**src/rtl/inv_sub_bytes_pkg.sv**
```systemverilog
// Shared AES constants and types for the InvSubBytes block.
// Holds the state/byte sizes, the control FSM state type and the
// InvShiftRows destination-index helper used when INV_SHIFT_ROWS_EN is set.
package aes_pkg;
  localparam int AES_STATE_W   = 128;
  localparam int AES_NUM_BYTES = 16;
  localparam int AES_IDX_W     = 4;

  typedef logic [AES_IDX_W-1:0] byte_idx_t;

  typedef enum logic [1:0] {IDLE, RUN, DONE} aes_state_e;

  // Input byte k sits at row k%4, column k/4; InvShiftRows moves row r
  // right by r columns, so it lands at column (c+r) mod 4 of the same row.
  function automatic byte_idx_t isr_dst(input byte_idx_t k);
    logic [1:0] r, c;
    r = k[1:0];
    c = k[3:2] + r;
    return {c, r};
  endfunction
endpackage

```
**src/rtl/inv_sub_bytes_if.sv**
```systemverilog
// Ready/valid bus carrying one 128-bit AES state in and one result out.
interface inv_sub_bytes_if;
  import aes_pkg::*;
  logic                   in_valid;
  logic                   in_ready;
  logic [AES_STATE_W-1:0] din;
  logic                   out_valid;
  logic                   out_ready;
  logic [AES_STATE_W-1:0] dout;

  modport master (output in_valid, din, out_ready,
                  input  in_ready, out_valid, dout);
  modport slave  (input  in_valid, din, out_ready,
                  output in_ready, out_valid, dout);
endinterface

```
**src/rtl/inv_sub_bytes_inv_sbox.sv**
```systemverilog
// AES inverse S-box: one byte lookup, registered output, no reset on the
// output register (the consumer tracks validity itself).
module inv_sbox (
  input  logic       clk,
  input  logic [7:0] a,
  output logic [7:0] q
);
  localparam logic [0:255][7:0] INV_SBOX = {
    128'h52096ad53036a538bf40a39e81f3d7fb,
    128'h7ce339829b2fff87348e4344c4dee9cb,
    128'h547b9432a6c2233dee4c950b42fac34e,
    128'h082ea16628d924b2765ba2496d8bd125,
    128'h72f8f66486689816d4a45ccc5d65b692,
    128'h6c704850fdedb9da5e154657a78d9d84,
    128'h90d8ab008cbcd30af7e45805b8b34506,
    128'hd02c1e8fca3f0f02c1afbd0301138a6b,
    128'h3a9111414f67dcea97f2cfcef0b4e673,
    128'h96ac7422e7ad3585e2f937e81c75df6e,
    128'h47f11a711d29c5896fb7620eaa18be1b,
    128'hfc563e4bc6d279209adbc0fe78cd5af4,
    128'h1fdda8338807c731b11210592780ec5f,
    128'h60517fa919b54a0d2de57a9f93c99cef,
    128'ha0e03b4dae2af5b0c8ebbb3c83539961,
    128'h172b047eba77d626e169146355210c7d
  };

  // Registered table lookup.
  always_ff @(posedge clk)
    q <= INV_SBOX[a];
endmodule

```
**src/rtl/inv_sub_bytes.sv**
```systemverilog
// Byte-serial AES InvSubBytes: captures a 128-bit state, streams its 16
// bytes through one shared inverse S-box and assembles the result.
// Optional build macro INV_SHIFT_ROWS_EN additionally applies InvShiftRows
// at the result write; latency and handshake are unchanged.
module inv_sub_bytes
  import aes_pkg::*;
(
  input  logic           clk,
  input  logic           rst,
  inv_sub_bytes_if.slave bus
);
  localparam int LAT = 1;  // inv_sbox lookup latency

  aes_state_e                    st, st_nxt;
  logic [0:AES_NUM_BYTES-1][7:0] cap, res;
  byte_idx_t                     iss_cnt, wr_idx, wr_dst;
  logic                          iss_done, iss_vld, acc;
  logic [LAT-1:0]                vld_pipe;
  logic [7:0]                    sbox_q;

  assign bus.in_ready  = (st == IDLE) && !rst;
  assign bus.out_valid = (st == DONE);
  assign bus.dout      = res;
  assign acc           = bus.in_valid && bus.in_ready;
  assign iss_vld       = (st == RUN) && !iss_done;

`ifdef INV_SHIFT_ROWS_EN
  assign wr_dst = isr_dst(wr_idx);
`else
  assign wr_dst = wr_idx;
`endif

  inv_sbox u_sbox (
    .clk (clk),
    .a   (cap[iss_cnt]),
    .q   (sbox_q)
  );

  // State register.
  always_ff @(posedge clk or posedge rst)
    if (rst) st <= IDLE;
    else     st <= st_nxt;

  // Next state: leave RUN on the edge that writes the last byte.
  always_comb begin
    st_nxt = st;
    case (st)
      IDLE:    if (acc) st_nxt = RUN;
      RUN:     if (vld_pipe[LAT-1] && wr_idx == byte_idx_t'(AES_NUM_BYTES-1))
                 st_nxt = DONE;
      DONE:    if (bus.out_ready) st_nxt = IDLE;
      default: st_nxt = IDLE;
    endcase
  end

  // Capture, issue counter (saturates at 15), lookup-valid pipe, result write.
  always_ff @(posedge clk or posedge rst)
    if (rst) begin
      cap      <= '0;
      res      <= '0;
      iss_cnt  <= '0;
      iss_done <= 1'b0;
      vld_pipe <= '0;
      wr_idx   <= '0;
    end else begin
      if (acc) begin
        cap      <= bus.din;
        iss_cnt  <= '0;
        iss_done <= 1'b0;
      end else if (iss_vld) begin
        if (iss_cnt == byte_idx_t'(AES_NUM_BYTES-1)) iss_done <= 1'b1;
        else                                         iss_cnt  <= iss_cnt + 1'b1;
      end
      vld_pipe[0] <= iss_vld;
      if (iss_vld) wr_idx <= iss_cnt;
      if (vld_pipe[LAT-1]) res[wr_dst] <= sbox_q;
    end
endmodule

```
**src/flat_wrapper.sv**
```systemverilog
// flat-port wrapper written by rule: the top's interface ports become plain ports
module inv_sub_bytes_flat import aes_pkg::*;
  (clk, rst, bus_in_valid, bus_din, bus_out_ready, bus_in_ready, bus_out_valid, bus_dout);
  inv_sub_bytes_if bus_i ();
  input  logic clk;
  input  logic rst;
  input wire logic [$bits(bus_i.in_valid)-1:0] bus_in_valid;
  input wire logic [$bits(bus_i.din)-1:0] bus_din;
  input wire logic [$bits(bus_i.out_ready)-1:0] bus_out_ready;
  output wire logic [$bits(bus_i.in_ready)-1:0] bus_in_ready;
  output wire logic [$bits(bus_i.out_valid)-1:0] bus_out_valid;
  output wire logic [$bits(bus_i.dout)-1:0] bus_dout;
  assign bus_i.in_valid = bus_in_valid;
  assign bus_i.din = bus_din;
  assign bus_i.out_ready = bus_out_ready;
  assign bus_in_ready = bus_i.in_ready;
  assign bus_out_valid = bus_i.out_valid;
  assign bus_dout = bus_i.dout;
  inv_sub_bytes u_core (.clk(clk), .rst(rst), .bus(bus_i));
endmodule
```
**config.mk**
```make
export PLATFORM = sky130hd
export DESIGN_NAME = inv_sub_bytes_flat
export DESIGN_NICKNAME = d
export VERILOG_FILES = /design/src/rtl/inv_sub_bytes_pkg.sv /design/src/rtl/inv_sub_bytes_if.sv /design/src/rtl/inv_sub_bytes_inv_sbox.sv /design/src/rtl/inv_sub_bytes.sv /design/src/flat_wrapper.sv
export SDC_FILE = /design/constraint.sdc
export NUM_CORES = 1
export LEC_CHECK = 0
export BUFFER_PORTS_ARGS = -buffer_cell sky130_fd_sc_hd__buf_2
export CAP_MARGIN = 20
export CORE_MARGIN = 2
export CORE_UTILIZATION = 57
export DETAILED_ROUTE_END_ITERATION = 7
export HOLD_SLACK_MARGIN = 0.06
export PLACE_DENSITY = 0.77
export SETUP_SLACK_MARGIN = 0.02
export SLEW_MARGIN = 10
export SYNTH_ARGS = -nofsm -noshare
export SYNTH_HDL_FRONTEND = slang
export SYNTH_SLANG_ARGS = --single-unit
```
**constraint.sdc**
```tcl
create_clock -name clk -period 10.25 [get_ports clk]
set_input_delay 1.025 -clock clk [delete_from_list [all_inputs] [get_ports clk]]
set_output_delay 1.025 -clock clk [all_outputs]
set_load 0.05 [all_outputs]
```
* After elaboration in Yosys (flattened, before gate mapping) *
Memory sizes are Yosys's and may differ from the RTL's. A register that Yosys moved wholly into a read port is not among the register bits.
Cells that the tools add are included.

word-level totals
  flip-flop bits (word level) = 268
  latch bits = 0
  memory bits (writable) = 0
  ROM bits = 2048
  input port bits = 132
  output and inout port bits = 130
  logic and storage cells = 82
  memories = 1

cells by class
  $add $sub $neg = 1
  multipliers = 0
  div/mod/pow operators = 0
  magnitude comparators = 3
  equality and inequality tests = 8
  shifts and indexed selects = 0
  mux-type cells = 16
  bitwise logic cells = 3
  reduce and logical (&&, ||, !) cells = 13

memories
  name              depth  bits a word  read ports  clocked after memory_dff  write ports  RTL line                      text
  (name not given)  256    8            1           1                         0            inv_sub_bytes_inv_sbox.sv:29  q <= INV_SBOX[a];

operator list
  kind                                                   count
  bitwise mux 128 bit                                    1
  binary-select mux 8 bit (select 4 bit)                 1
  demux 8 bit (select 4 bit)                             1
  2-to-1 mux 8 bit                                       3
  2-to-1 mux 4 bit                                       3
  >= comparator 5 bit, second input constant             2
  NOT 4 -> 5 bit                                         2
  NOT 8 -> 9 bit                                         1
  == test 4 bit, second input constant                   2
  2-to-1 mux 2 bit                                       3
  one-hot mux 2 bit (3 select lines)                     1
  logical AND 1 bit                                      5
  < comparator 5 x 1 -> 1 bit, second input constant     1
  adder 4 x 1 -> 4 bit, second input constant            1
  inequality test 2 x 1 -> 1 bit, second input constant  2
  inequality test 2 bit, second input constant           2
  AND reduction 2 bit                                    2
  nonzero test 2 bit                                     2
  2-to-1 mux 1 bit                                       3
  AND reduction 3 bit                                    1
  == test 2 x 1 -> 1 bit, second input constant          1
  == test 2 bit, second input constant                   1
  logical NOT 1 bit                                      2
  logical NOT 2 bit                                      1

* Logic depth before layout (Yosys ltp) *
  word-level depth = 6
  gate-level depth with buffers = 17
  mapped depth without buffers = 12

* By module *
A second synthesis with hierarchy kept.

second synthesis, totals
  cells, all modules = 1274
  area total of the unflattened synthesis = 14924.3 um^2

modules (own cells, without submodules)
  module         instances  cells an instance  area each (um^2)  sequential area each (um^2)
  inv_sub_bytes  1          712                11188.2           6706.4
  inv_sbox       1          562                3736.1            160.2

* Least setup slack after synthesis *
Ideal clock, no wire load.

  path type = input port to flip-flop
  from = input port rst
  to = register u_core.cap[100] (netlist name)
  library setup time = 125 ps
  data arrival time = 3556 ps
  required time = 10125 ps
  slack = 6569 ps
  stages on the path = 6
  buffers on the path = 3
  cells stage by stage = nor3_1 -> and2_1 -> clkbuf_1 -> clkbuf_1 -> clkbuf_1 -> mux2_2

between the ends
  cells in the longest elaborated chain, start to end = 3

RTL lines
  what                  RTL line             text
  from (decl)           flat_wrapper.sv:6    input logic rst;
  logical NOT 1 bit     inv_sub_bytes.sv:21  assign bus.in_ready = (st == IDLE) && !rst;
  logical AND 1 bit     inv_sub_bytes.sv:21
  logical AND 1 bit     inv_sub_bytes.sv:24  assign acc = bus.in_valid && bus.in_ready;
  to (signal assigned)  inv_sub_bytes.sv:67  cap <= bus.din;
  to (decl)             inv_sub_bytes.sv:15  logic [0:AES_NUM_BYTES-1][7:0] cap, res;

Every way passes these cells.
A chain may end at the register's enable or synchronous reset.

* Final worst setup path *
  from = register u_core.iss_cnt[0]
  to = register u_core.u_sbox.q[3]

between the ends
  cells in the longest elaborated chain, start to end = 5

RTL lines
  what                                                  RTL line                      text
  from (decl)                                           inv_sub_bytes.sv:16           byte_idx_t iss_cnt, wr_idx, wr_dst;
  from (signal assigned)                                inv_sub_bytes.sv:72           else iss_cnt <= iss_cnt + 1'b1;
  NOT 4 -> 5 bit (not written as such)                  inv_sub_bytes.sv:35           .a (cap[iss_cnt]),
  binary-select mux 8 bit (select 4 bit)                inv_sub_bytes.sv:35
  2-to-1 mux 8 bit (not written as such) (2 in series)  inv_sub_bytes.sv:35
  NOT 8 -> 9 bit (not written as such)                  inv_sub_bytes_inv_sbox.sv:29
  to (decl)                                             inv_sub_bytes_inv_sbox.sv:6   output logic [7:0] q

Every way passes these cells. The select of a mux whose other input is x is not followed.

==> impl_results.md <==
- Core Rows: 59
- Max Fclk: 207 MHz
- Setup crit end kind: flop
- Worst reg2reg path startpoint: u_core.iss_cnt[0]$_DFFE_PP0P_
- Total Wirelength: 47900 µm
- Cts hold-fix bufs: 0
- Status: complete, no violations
- Clock latency on the worst-skew pair: 0.55 ns
- Crit share post-route: 0.472
- Worst setup SP type: flop
- IO Pins: 262
- Die span in x: roughly 170 µm
- Min-delay src: u_core.bus.dout[29]$_DFFE_PP0P_
- Vias in the first global route: 12.6k
- CP startpoint: u_core.iss_cnt[0]$_DFFE_PP0P_
- Share of cells above drive strength 1: 0.417
- Initial DRC Count: 1513
- Final Cell Area: around 17000 µm²
- Crit-path max cell delay: 0.63 ns
- Mapped Cells: 1285
- CTS Buf Count: 28
- Layout Skew: 0.0209 ns
- Largest net degree at the start of global routing: 117
- Post-synthesis sequential area ratio: 0.460
- Synth top area share: 0.450
- Total clock sinks: 276
- Least-Margin Pin Slew: 1.27 ns
- Unrepaired setup endpoints after global routing: false
- Post-Synthesis Cell Area: about 15000 µm²
- DIE AREA: 27500 µm²
- Buffers on Ports: around 260
- Syn_nets: 1438
- Finish-stage setup viols: 0
- Total of warnings raised by yosys: 0
- First-pass GRT wire length: 74400 µm
- Root buffer cell: clkbuf_16
- Critical Path RT: 10.69 ns
- Most frequent CP cell: buf_4
- Die Height: 166 µm
- Worst Path Buf+Inv: 4
- Clk slew on worst S/H paths: 0.07 ns
- Critical path's top delay family: compound AO/OA/AOI/OAI gates
- FF+latch count, synth: 276
- Vias: 12.4k
- # DRC: 0
- Syn Area/Cell: 11.6 µm²
- Synth area leaders: dfrtp_1 (45%), mux2_2 (20%), mux4_1 (3.7%), a21oi_1 (2.0%), ha_1 (1.8%)
- CP max-delay cell: mux4_1
- Netlist cell types: 84
- Commonest register cell after synthesis: dfrtp_1
- Placed Area: roughly 16000 µm²
- Final worst path period need: 4.84 ns
- Post-CTS Setup Inserts: 0
- Placer Congestion: 1.06
- Initial antenna violation count: 1
- HP Class: reg -> reg
- DRT Pass-1 Iters: 7
- Area delta synth->final: 15.1%
- GRT Residual Overflow: 0
- Worst EP arrival: 5.28 ns
- Total Routing Usage GR: 0.344
- # H-tree levels: 1
- Post-synth EDFFs: 0
- Final Slew Violations: 0
- CTS Buffer Depth: 3
- Dominant cell type by area after synthesis: dfrtp_1
- Synth async-reset ratio: 0.971
- Core area: about 26000 µm²
- DR vias/cell: 6.72
- Detail Route Antenna Nets: 0
- Slew HR: 0.145
- Critical path class: reg -> reg
- CP max FO: between 40 and 50
- Final Hold Viols: 0
- Final #Nets: 1637
- Worst path cell trace: buf_4, mux4_1, o22ai_1, or3_1, buf_4, clkinv_4, ha_1, buf_4, o21ai_0, a21oi_1, a2111oi_0, a311oi_1, a211o_1
- Per-cell routed wire length: 26.0 µm
- Resized Gates After CTS: 0
- Total of max-cap violations: 0
- Fill cell count: 1974
- CTS tree: done
- Final HPWL DP: 32500 µm
- Initial core utilization: 0.577
- Setup TNS Final: 0 ns
path summary, 6_finish.rpt:
path	to	slack, ns	depth (start not counted)
max in group asynchronous	u_core.cap[99]$_DFFE_PP0P_	8.17	3
max reg2reg	u_core.u_sbox.q[3]$_DFF_P_	5.41	13
min in group asynchronous	u_core.cap[14]$_DFFE_PP0P_	0.67	2
min	u_core.bus.dout[29]$_DFFE_PP0P_	0.50	1
min reg2reg	u_core.bus.dout[29]$_DFFE_PP0P_	0.50	1
max	u_core.u_sbox.q[3]$_DFF_P_	5.41	13
cell usage in the layout, fill, tap and decap left out, types with 5 or more instances in the layout:
cell / netlist / layout
dfxtp_1: 8 / 8
clkinv_2: 0 / 7
o21ai_0: 50 / 49
clkbuf_16: 0 / 29
ha_1: 21 / 21
o211ai_1: 30 / 30
a211oi_1: 18 / 18
inv_1: 7 / 6
clkbuf_8: 0 / 9
nor3_1: 23 / 23
a22oi_1: 8 / 8
nand3_1: 41 / 41
buf_2: 40 / 261
a21oi_1: 61 / 61
nor2b_1: 5 / 5
a31oi_1: 21 / 21
nor3b_1: 5 / 5
nand2b_1: 8 / 8
a311oi_1: 9 / 9
buf_4: 4 / 20
a2111oi_0: 5 / 5
mux2i_1: 15 / 15
o31ai_1: 7 / 7
o22ai_1: 9 / 9
a221oi_1: 10 / 10
nand4_1: 7 / 7
or3_1: 6 / 6
mux2_2: 263 / 263
o311ai_1: 6 / 6
mux4_1: 21 / 21
nand3b_1: 7 / 7
nor2_1: 61 / 61
dfrtp_1: 268 / 266
o311ai_0: 6 / 6
and3_1: 6 / 6
mux4_2: 5 / 5
o221ai_1: 7 / 7
nand2_1: 70 / 70
cells in the mapped netlist, types with 5 or more instances:
| cell | n |
|---|---|
| mux4_1 | 21 |
| o21ai_0 | 50 |
| mux4_2 | 5 |
| nor2_1 | 61 |
| inv_1 | 7 |
| o311ai_1 | 6 |
| and3_1 | 6 |
| nand3_1 | 41 |
| dfrtp_1 | 268 |
| nand4_1 | 7 |
| nand3b_1 | 7 |
| dfxtp_1 | 8 |
| nand2_1 | 70 |
| nand2b_1 | 8 |
| o22ai_1 | 9 |
| a211oi_1 | 18 |
| buf_1 | 5 |
| ha_1 | 21 |
| a311oi_1 | 9 |
| nor3b_1 | 5 |
| mux2_2 | 263 |
| a2111oi_0 | 5 |
| a31oi_1 | 21 |
| clkbuf_1 | 54 |
| a221oi_1 | 10 |
| nor3_1 | 23 |
| a21oi_1 | 61 |
| or3_1 | 6 |
| buf_6 | 7 |
| o211ai_1 | 30 |
| o221ai_1 | 7 |
| mux2i_1 | 15 |
| buf_2 | 40 |
| nor2b_1 | 5 |
| o311ai_0 | 6 |
| a22oi_1 | 8 |
| o31ai_1 | 7 |
layout make-up:
type,instances,area (µm²),share of cell area
Tap cell,335,419,0.0244
Inverter,11,53.8,0.00313
Multi-Input combinational cell,885,7420,0.432
Antenna cell,4,10.0,0.000583
Timing Repair Buffer,282,1480,0.0860
Sequential cell,276,6870,0.400
Clock inverter,10,61.3,0.00357
Clock buffer,41,861,0.0501
metrics by stage:
stage	utilization	hold slack (ns)	std cells	setup WS, ns
after floorplan	-	0.472	1285	1.84
after global placement	0.628	0.481	1788	5.61
after detailed placement	0.628	0.488	1788	5.62
after CTS	0.663	0.501	1839	5.60
after global routing	0.664	0.511	1841	5.21
final	0.664	0.500	1844	5.41
sequential cells by signal, indices dropped and copies added (netlist names):
signal	count
u_core.bus.dout	128
u_core.cap	128
u_core.u_sbox.q	8
u_core.iss_cnt	4
u_core.wr_dst	4
u_core.st	2
u_core.iss_done	1
u_core.vld_pipe	1
layer usage:
layer / vias to the layer above / routed length [µm] / track usage
met5: - / 0 / 0
met4: 0 / 2520 / 0.158
met3: 197 / 4960 / 0.0887
met2: 830 / 22300 / 0.547
met1: 6095 / 18200 / 0.445
li1: 5267 / - / -
kinds of logic after synthesis:
family	after synthesis	share of synthesized area
compound gates	297	0.140
simple gates	260	0.0839
fa+ha+maj	21	0.0176
mux	305	0.254
buf+inv	124	0.0427
flops	276	0.460
xor+xnor	2	0.00117
Power is left out: the tool's default activity adds up to more than one toggle a clock period on the data nets, which glitch-free logic cannot reach.
